==> config.mk <==
export PLATFORM = sky130hd
export DESIGN_NAME = cnn_mem_loader
export DESIGN_NICKNAME = d
export VERILOG_FILES = /design/src/rtl/cnn_mem_loader.sv
export SDC_FILE = /design/constraint.sdc
export NUM_CORES = 1
export LEC_CHECK = 0
export BUFFER_PORTS_ARGS = -buffer_cell sky130_fd_sc_hd__buf_4
export CAP_MARGIN = 20
export CORE_MARGIN = 10
export CORE_UTILIZATION = 61
export DETAILED_ROUTE_END_ITERATION = 8
export GPL_TIMING_DRIVEN = 0
export PLACE_DENSITY = 0.91
export SETUP_SLACK_MARGIN = 0.02
export SYNTH_ARGS = -nofsm -noshare
export SYNTH_HDL_FRONTEND = slang
export SYNTH_SLANG_ARGS = --single-unit
export TNS_END_PERCENT = 10
==> constraint.sdc <==
create_clock -name clk -period 3.8 [get_ports clk]
set_input_delay 0.76 -clock clk [delete_from_list [all_inputs] [get_ports clk]]
set_output_delay 0.76 -clock clk [all_outputs]
set_load 0.005 [all_outputs]
==> src/rtl/cnn_mem_loader.sv <==
// Streams 16-bit words from io into consecutive CNNmemory addresses from a programmable base.
// Optional running checksum of accepted words when CNN_LOAD_CHECKSUM_EN is defined.
module cnn_mem_loader #(
    parameter int DATA_W = 16,
    parameter int ADDR_W = 16,
    parameter int DEPTH  = 50704
) (
    input  logic              clk,
    input  logic              rst_n,
    input  logic              start,
    input  logic              abort,
    input  logic [ADDR_W-1:0] base_addr,
    input  logic [ADDR_W-1:0] word_count,
    input  logic [DATA_W-1:0] in_data,
    input  logic              in_valid,
    output logic              in_ready,
    output logic [ADDR_W-1:0] mem_address,
    output logic [DATA_W-1:0] mem_data_in,
    output logic              mem_we,
    output logic              busy,
    output logic              done,
`ifdef CNN_LOAD_CHECKSUM_EN
    output logic [DATA_W-1:0] checksum,
`endif
    output logic              err
);

    typedef enum logic [1:0] {IDLE, LOAD, FIN} state_t;

    localparam logic [ADDR_W:0] DEPTH_L = (ADDR_W+1)'(DEPTH);

    state_t            state_q, state_d;
    logic [ADDR_W-1:0] base_q, base_d;
    logic [ADDR_W-1:0] count_q, count_d;
    logic [ADDR_W-1:0] idx_q, idx_d;
    logic [ADDR_W-1:0] addr_q, addr_d;
    logic [DATA_W-1:0] data_q, data_d;
    logic              we_q, we_d;
    logic              err_q, err_d;
    logic [DATA_W-1:0] sum_q, sum_d;
    logic              accept;

    // Sum is widened by one bit so a base near the top of the address space cannot wrap.
    function automatic logic range_ok(input logic [ADDR_W-1:0] b, input logic [ADDR_W-1:0] c);
        logic [ADDR_W:0] s;
        s = {1'b0, b} + {1'b0, c};
        return (s <= DEPTH_L);
    endfunction

    assign in_ready    = (state_q == LOAD) && !abort;
    assign accept      = in_valid && in_ready;
    assign busy        = (state_q == LOAD);
    assign done        = (state_q == FIN);
    assign mem_we      = we_q;
    assign mem_address = addr_q;
    assign mem_data_in = data_q;
    assign err         = err_q;
`ifdef CNN_LOAD_CHECKSUM_EN
    assign checksum    = sum_q;
`endif

    always_comb begin
        state_d = state_q;
        base_d  = base_q;
        count_d = count_q;
        idx_d   = idx_q;
        addr_d  = addr_q;
        data_d  = data_q;
        we_d    = 1'b0;
        err_d   = err_q;
        sum_d   = sum_q;
        case (state_q)
            IDLE: begin
                if (start && !abort) begin
                    base_d  = base_addr;
                    count_d = word_count;
                    idx_d   = '0;
                    if (!range_ok(base_addr, word_count)) begin
                        err_d   = 1'b1;
                        state_d = FIN;
                    end else if (word_count == '0) begin
                        err_d   = 1'b0;
                        state_d = FIN;
                    end else begin
                        err_d   = 1'b0;
                        sum_d   = '0;
                        state_d = LOAD;
                    end
                end
            end
            LOAD: begin
                if (abort) begin
                    state_d = IDLE;
                end else if (accept) begin
                    we_d   = 1'b1;
                    addr_d = base_q + idx_q;
                    data_d = in_data;
                    idx_d  = idx_q + ADDR_W'(1);
                    sum_d  = sum_q + in_data;
                    if (idx_q + ADDR_W'(1) == count_q) state_d = FIN;
                end
            end
            FIN:     state_d = IDLE;
            default: state_d = IDLE;
        endcase
    end

    always_ff @(posedge clk or negedge rst_n) begin
        if (!rst_n) begin
            state_q <= IDLE;
            base_q  <= '0;
            count_q <= '0;
            idx_q   <= '0;
            addr_q  <= '0;
            data_q  <= '0;
            we_q    <= 1'b0;
            err_q   <= 1'b0;
            sum_q   <= '0;
        end else begin
            state_q <= state_d;
            base_q  <= base_d;
            count_q <= count_d;
            idx_q   <= idx_d;
            addr_q  <= addr_d;
            data_q  <= data_d;
            we_q    <= we_d;
            err_q   <= err_d;
            sum_q   <= sum_d;
        end
    end

endmodule

==> flow_summary.yaml, run 1 <==
pwr:
  powerDensity_nw_per_um2: 480.0
  p_sw_uw: 1056
  power_frac_comb_pct: 34.2
  seq_power_share_pct: 43.6
  swShare_pct: 34.92
  p_clk_share_pct: 22.1
  peakVddDrop_mv: 0.1998
  p_leak_uw: 0.003172
  p_int_uw: 1969
worst_setup_path:
  cp.required_ns: 4.11
  worstReg2RegStart: "idx_q[0]"
  critical_path.startpoint_type: "primary input"
  reg2reg_depth: 9
  critPathSlowestCell: "o311ai_0"
  critPathMaxFanout: 4
  r2r_slack_ns: 0.72
  r2r_end: "state_q[1]"
  cp_cell_sequence: "buf_4 > ha_1 > fa_1 > a211oi_1 > o21ai_0 > a21o_1 > a21oi_1 > xnor2_1 > o311ai_0 > a31o_2 > a32o_1"
  worst_setup_path_end_kind: "register"
  arrival_ns: 3.56
  cpPeakStageDelay_ns: 0.45
  worstSetupPathType: "in -> reg"
yosys:
  synth_area_leaders: "dfrtp_1 40%, nand2_1 13%, ha_1 7.6%"
  synth_edf_count: 0
  synthFlopType: "dfrtp_1"
  netlist_instances: 630
  synth_cell_types: 59
  synth_nets: 717
  async_flop_share_pct: 100.0
  ys_seq_area_share_pct: 39.94
  netlist_area_um2: 5263
  ys_ff_latch: 84
  synth_common_cells: "189 x nand2_1, 84 x dfrtp_1, 51 x o21ai_0, 32 x ha_1, 24 x nor2_1"
  post-synth-top-count-cell: "nand2_1"
  synth_top_area_share_pct: 39.94
  yosys_warnings: 0
  synth_area_per_cell_um2: 8.353
  synth_top_area_cell: "dfrtp_1"
placement:
  place.gp.congestion: 0.9197
  dp.final_hpwl_mm: 11.12
  port_buffers: 89
cells_and_area:
  area_delta_synth_final_pct: 19.73
  diodes: 0
  fillers: 583
  layout.nets: 819
  utilization_pct: 75.92
  drive_gt1_share_pct: 17.10
floorplanning:
  die_h_um: 112.9
  die_area_um2: 12740
  fp.dieW_um: 112.9
  start_util_pct: 63.41
  coreArea_um2: 8299
  ios: 90
  num_rows: 33
global_routing:
  grt.overflow.total: 0
  grtUsageMet1_pct: 27.06
  grt_pass1_wl_mm: 23.90
  grt_max_degree: 85
  grt_pass1_vias: 4984
  grt_usage_pct: 22.46
  gr-usage-met2_pct: 36.83
  grt_use_met3_pct: 5.652
  antenna_found_initial: 0
  busiest_layer: "met2"
cts:
  cts_max_level: 3
  cts-root-buf: "clkbuf_8"
  path_clk_slew_ns: 0.09
  cts_tree: "done"
  post_cts_resized: 0
  postCtsHoldBufs: 0
  clk_latency_ns: 0.38
  cts.sinks: 84
  cts_setup_buffers: 0
  clockBufferDepth: 2
  cts_buffers: 9
route:
  firstDrtPassIters: 5
  ant_nets: 0
  vias_per_cell: 5.882
  first_iter_violations: 379
  drc: 0
  drt_wl_total_mm: 14.44
  wire_per_inst_um: 17.15
  vias: 4953
sta:
  period_share_pct: 85.42
  tns_ns: 0
  period_minus_slack_ns: 3.246
  tightest_slew_ns: 0.6567
  slew_violations: 0
  fmax_ghz: 0.3081
  rsz0062_at_grt: "no"
  finClkSkew_ns: 0.01276
  setup_viol: 0
  hold_viol_final: 0
  slew_headroom_pct: 55.76
outcome:
  status: "complete, no violations"
flow_run:
  cap_violations: 0
min_path:
  min-delay-path-class: "in -> async"
## cells by family (layout without fill, tap and decap cells)
kind of cell,Yosys count,in the layout,synth area share (%)
AOI/OAI and AO/OA,136,136,16.31
xor gates and xnor gates,43,43,7.156
adders and majority gates,34,34,8.369
buffers and inverters,37,144,2.829
DFF,84,84,39.94
muxes,3,3,0.5706
and+or+nand+nor,293,293,24.82
## area by class of cell
cell class | instances | area [µm²] | share of cell area [%]
Clock inverter | 7 | 81.33 | 1.291
Sequential cell | 84 | 2102 | 33.36
Multi-Input combinational cell | 509 | 3018 | 47.90
Clock buffer | 9 | 123.9 | 1.966
Tap cell | 105 | 131.4 | 2.085
Timing Repair Buffer | 91 | 695.7 | 11.04
Inverter | 12 | 45.04 | 0.7149
Buffer | 25 | 103.9 | 1.648
## how the worst max path moves through the flow
stage	cells after the start	from	slack, ns	endpoint
2_1_floorplan	10	base_addr[0]	0.76	state_q[0]
3_3_place_gp	11	word_count[0]	0.14	state_q[0]
3_5_place_dp	11	base_addr[0]	0.20	state_q[0]
4_1_cts	11	base_addr[0]	0.57	state_q[0]
5_1_grt	11	base_addr[0]	0.34	state_q[0]
6_report	11	base_addr[0]	0.55	state_q[0]
## critical path, delay by kind of cell
| kind | cells | cell delay (ns) |
|---|---|---|
| AOI/OAI and AO/OA | 7 | 1.97 |
| adders and majority gates | 2 | 0.62 |
| buffers and inverters | 1 | 0.12 |
| xor gates and xnor gates | 1 | 0.09 |
## cell usage in the layout, fill, tap and decap left out, types with 7 or more instances in the layout
master    instances
a21o_1            9
a21oi_1          20
a31oi_1           8
and3_1            7
buf_4            92
clkbuf_1         18
clkbuf_8          9
dfrtp_1          84
ha_1             32
inv_1            12
nand2_1         189
nand3_1          17
nor2_1           24
nor3_1           10
nor4_1            8
o21ai_0          51
o31ai_1          10
xnor2_1          22
xor2_1           21
## per-stage QoR
| stage | total power (µW) | cell area, µm² | hold WS [ns] | setup WS, ns | cells |
|---|---|---|---|---|---|
| global placement | 2302 | 6062 | 0.4583 | 0.1391 | 824 |
| CTS | 3032 | 6281 | 0.4856 | 0.5701 | 841 |
| global route | 3227 | 6301 | 0.3904 | 0.3364 | 842 |
| detailed placement | 2358 | 6076 | 0.4645 | 0.2030 | 825 |
| finish | 3025 | 6301 | 0.3513 | 0.5540 | 842 |
| floorplan | 1842 | 5263 | 0.4523 | 0.7583 | 630 |
## registers in the layout, indices dropped and copies added, names as in the netlist
register / cells
idx_q: 16
err: 1
count_q: 16
state_q: 2
mem_we: 1
mem_data_in: 16
mem_address: 16
base_q: 16
## power groups by stage
stage	Sequential, µW	Combinational [µW]	Clock [µW]
2_1_floorplan	1310	536	0
3_3_place_gp	1320	984	0
3_5_place_dp	1330	1030	0
4_1_cts	1320	1040	672
5_1_grt	1350	1160	713
6_report	1320	1040	670
## layer usage
layer | vias to the layer above | share of wire, %
li1 | 2406 | -
met1 | 2295 | 42
met2 | 211 | 47
met3 | 41 | 7.4
met4 | 0 | 3.6
met5 | - | 0
Note: power is estimated with default switching activity, not from simulation.
==> run 2: changes to the inputs <==
REMOVE_ABC_BUFFERS = 1   (was default)
==> run 2 against run 1 <==
- via count is 0.67% lower
- sequential cell count unchanged
- largest cell class unchanged
- global-route usage shrank 1.3 points
- non-clock buffer count fell by 22
- final cell count is 2.6% lower
- final area decreased by 1.2%
- utilization decreased by 0.90 points
- register-to-register slack worse by 0.27 ns
- combinational power hardly changed
- sequential share of layout area grew 0.40 points
==> flow_summary.yaml, run 2 (same netlist as run 1, synthesis figures left out) <==
sta:
  period_share_pct: 89.30
  setup_viol: 0
  fmax_ghz: 0.2947
  slew_violations: 0
  whs_ns: 0.3467
  period_minus_slack_ns: 3.393
  rsz0062_at_grt: "no"
  slew_headroom_pct: 36.06
  tns_ns: 0
  finClkSkew_ns: 0.008848
  tightest_slew_ns: 0.9581
  worst_slack_ns: 0.4066
  hold_viol_final: 0
pwr:
  swShare_pct: 33.55
  p_int_uw: 1957
  p_sw_uw: 988.3
  p_leak_uw: 0.003136
  p_clk_share_pct: 21.0
  power_frac_comb_pct: 34.5
  seq_power_share_pct: 44.6
  peakVddDrop_mv: 0.1798
  powerDensity_nw_per_um2: 473.1
worst_setup_path:
  cp_cell_sequence: "buf_4 > nor2_1 > nand2_1 > inv_1 > nand2_2 > buf_12 > inv_1 > nor2_1 > o21ai_0 > o31ai_1"
  cp.buffers_inverters: 4
  critical_path.startpoint_type: "primary input"
  critPathMaxFanout: 40
  worst_setup_path_end_kind: "register"
  critPathSlowestCell: "inv_1"
  critPathTopFamily: "buffers and inverters"
  cpPeakStageDelay_ns: 0.70
  arrival_ns: 3.61
  worstSetupPathType: "in -> reg"
  cp.required_ns: 4.02
floorplanning:
  start_util_pct: 63.41
  num_rows: 33
  ios: 90
  die_h_um: 112.9
  fp.dieW_um: 112.9
  die_area_um2: 12740
  coreArea_um2: 8299
cts:
  clockBufferDepth: 2
  cts_setup_buffers: 0
  cts_tree: "done"
  clk_latency_ns: 0.36
  cts.sinks: 84
  cts_buffers: 9
  cts_max_level: 3
  post_cts_resized: 0
  path_clk_slew_ns: 0.08
  cts-root-buf: "clkbuf_8"
  postCtsHoldBufs: 0
global_routing:
  grt.overflow.total: 0
  grt_max_degree: 85
  grt_usage_pct: 21.20
  antenna_found_initial: 0
  grt_pass1_wl_mm: 22.76
  grt_pass1_vias: 4790
route:
  vias_per_cell: 6.000
  drc: 0
  wire_per_inst_um: 16.81
  drt_wl_total_mm: 13.79
  vias: 4920
  ant_nets: 0
  first_iter_violations: 327
  firstDrtPassIters: 7
flow_run:
  cap_violations: 0
cells_and_area:
  layout.nets: 797
  final_cell_mix: "188 x nand2_1, 91 x buf_4, 84 x dfrtp_1"
  final_cell_count_no_fill: 820
  area_delta_synth_final_pct: 18.31
  drive_gt1_share_pct: 17.20
  diodes: 0
  final_common_cell: "nand2_1"
min_path:
  min-delay-path-class: "in -> async"
placement:
  dp_cells: 803
  port_buffers: 89
  dp.final_hpwl_mm: 10.36
  place.gp.congestion: 0.8600
  place_ws_ns: 0.1115
outcome:
  status: "complete, no violations"
run 2: cell count changes in the layout (fill, tap and decap cells not counted):
cell,previous run,this run
buf_1,3,0
buf_16,0,1
buf_2,2,0
buf_4,92,91
buf_6,0,1
clkbuf_1,18,3
clkinv_2,0,1
clkinv_4,1,0
clkinvlp_4,1,2
inv_6,4,0
nand2_1,189,188
nand2_2,0,1
run 2: per-stage QoR:
stage	instance area, µm²	total power [µW]	util, %
2_1_floorplan	5159	1837	-
3_3_place_gp	5958	2280	71.79
3_5_place_dp	6013	2340	72.46
4_1_cts	6198	2951	74.69
5_1_grt	6226	3144	75.02
6_report	6226	2946	75.02
run 2: path summary, 6_finish.rpt:
| kind | start | end | slack (ns) | depth (start not counted) |
|---|---|---|---|---|
| max in group asynchronous | rst_n | count_q[10] | 2.85 | 2 |
| hold reg to reg | mem_address[10] | mem_address[10] | 0.47 | 2 |
| setup / recovery | abort | idx_q[11] | 0.41 | 10 |
| hold / removal | rst_n | mem_data_in[8] | 0.35 | 1 |
| min in group clk | mem_address[10] | mem_address[10] | 0.47 | 2 |
| setup reg to reg | state_q[1] | idx_q[11] | 0.45 | 9 |
run 2: cell type report:
cell class	instances	area (µm²)
inverters	12	45.04
clock buffers	12	135.1
clock inverters	4	50.05
fillers	613	2073
repair buffers	94	742.0
flip-flops and latches	84	2102
multi-input cells	509	3020
well taps	105	131.4
run 2: routing by layer:
metal  up-vias  routed length, µm  GRT usage (%)
met2       234               6120          33.26
met1      2297               6091          27.65
met4         0                315          7.360
li1       2359                  -              -
met3        30               1260          5.652
met5         -                  0              0
run 2: power groups by stage:
stage	Sequential [µW]	Clock (µW)	Combinational [µW]
2_1_floorplan	1310	0	530
3_3_place_gp	1310	0	968
3_5_place_dp	1330	0	1010
4_1_cts	1310	619	1020
5_1_grt	1340	660	1140
6_report	1310	617	1020
==> run 3: changes to the inputs <==
CORE_MARGIN = 2   (was 10)
CORE_UTILIZATION = 52   (was 61)
PLACE_DENSITY = 0.8   (was 0.91)
SKIP_LAST_GASP = 1   (was default)
==> run 3 against run 2 <==
- non-clock buffer count stayed put
- sequential cell count stayed put
- routed wire length is 7.5% lower
- combinational power hardly changed
- critical endpoint is now idx_q[15]
- largest cell class unchanged
- clock skew hardly changed
- die area is 14% lower
- worst setup slack better by 0.15 ns
- utilization is 11 points lower
- register-to-register slack better by 0.16 ns
- critical path type unchanged
- power is 2.7% lower
==> flow_summary.yaml, run 3 (same netlist as run 1, synthesis figures left out) <==
cts:
  clk_latency_ns: 0.36
  cts_setup_buffers: 0
  cts.sinks: 84
  cts_buffers: 9
  postCtsHoldBufs: 0
  cts_tree: "done"
  cts_max_level: 3
  post_cts_resized: 0
  cts-root-buf: "clkbuf_8"
  path_clk_slew_ns: 0.08
  clockBufferDepth: 2
cells_and_area:
  final_common_cell: "nand2_1"
  layout.nets: 797
  fillers: 883
  final_cell_mix: "188 x nand2_1, 92 x buf_4, 84 x dfrtp_1"
  drive_gt1_share_pct: 17.34
  stdcell_area_um2: 6242
  area_delta_synth_final_pct: 18.62
  diodes: 0
  final_cell_count_no_fill: 848
pwr:
  powerDensity_nw_per_um2: 459.3
  power_uw: 2867
  p_leak_uw: 0.003131
  peakVddDrop_mv: 0.1997
global_routing:
  grt_usage_pct: 24.38
  grt_pass1_vias: 4601
  antenna_found_initial: 0
  grt_max_degree: 85
  grt_pass1_wl_mm: 21.73
  grt.overflow.total: 0
sta:
  period_share_pct: 85.40
  slew_violations: 0
  whs_ns: 0.2284
  fmax_ghz: 0.3082
  period_minus_slack_ns: 3.245
  tns_ns: 0
  tightest_slew_ns: 0.9454
  slew_headroom_pct: 36.91
  finClkSkew_ns: 0.009234
  hold_viol_final: 0
  setup_viol: 0
  rsz0062_at_grt: "no"
floorplanning:
  coreArea_um2: 9819
  start_util_pct: 53.59
  die_h_um: 104.6
  fp.dieW_um: 104.6
  die_area_um2: 10940
  num_rows: 36
  ios: 90
route:
  drc: 0
  first_iter_violations: 268
  drt_wl_total_mm: 12.75
  wire_per_inst_um: 15.04
  firstDrtPassIters: 5
  vias: 4722
  ant_nets: 0
  vias_per_cell: 5.568
min_path:
  min-delay-path-class: "in -> async"
placement:
  place.gp.congestion: 0.9293
  placed_cell_area_um2: 6045
  dp_cells: 831
  port_buffers: 89
  dp.final_hpwl_mm: 9.492
outcome:
  status: "complete, no violations"
worst_setup_path:
  cp.required_ns: 4.04
  worstSetupPathType: "in -> reg"
  arrival_ns: 3.48
  critical_path.startpoint_type: "primary input"
  worst_setup_path_end_kind: "register"
  critPathMaxFanout: 49
flow_run:
  cap_violations: 0
run 3: metrics by stage:
step / worst slack (ns) / util (%)
after floorplan: -0.9484 / -
after global placement: -2.768 / 61.03
final: 0.5549 / 63.57
after global routing: 0.2199 / 63.57
after detailed placement: 0.1829 / 61.56
after CTS: 0.5426 / 63.29
run 3: worst paths after layout:
path                                 from         endpoint  slack, ns  cells after the start
min reg2reg                mem_data_in[8]   mem_data_in[8]       0.48                      2
max reg2reg                    state_q[1]        idx_q[15]       0.61                      9
min in group clk           mem_data_in[8]   mem_data_in[8]       0.48                      2
min                                 rst_n  mem_data_in[11]       0.23                      1
max in group asynchronous           rst_n        base_q[3]       2.96                      2
max                                 abort        idx_q[15]       0.55                     10
run 3: area by class of cell:
type,count,area (µm²),area share [%]
inverters,12,45.04,0.7216
clock buffers,12,145.1,2.325
multi-input cells,509,3020,48.39
well taps,133,166.4,2.666
clock inverters,4,25.02,0.4009
flip-flops and latches,84,2102,33.67
repair buffers,94,738.2,11.83
run 3: report_power, final:
group / internal [µW] / total [µW] / switching [µW]
Combinational: 510 / 990 / 480
Clock: 253 / 566 / 313
Sequential: 1140 / 1310 / 168
run 3: worst max-delay path: stages:
cell and delay (ns):
buf_4 0.12, nor2_1 0.16, nand2_1 0.10, inv_1 0.17, nand2_2 0.30, buf_12 0.29
inv_1 0.71, nor2_1 0.45, o21ai_0 0.28, o41ai_1 0.11
run 3: per-layer routing:
| metal | track usage [%] | vias to the layer above | share of wire (%) |
|---|---|---|---|
| met1 | 32.89 | 2149 | 46 |
| li1 | - | 2358 | - |
| met4 | 10.57 | 0 | 3.5 |
| met3 | 5.115 | 38 | 6.9 |
| met5 | 0 | - | 0 |
| met2 | 38.10 | 177 | 44 |
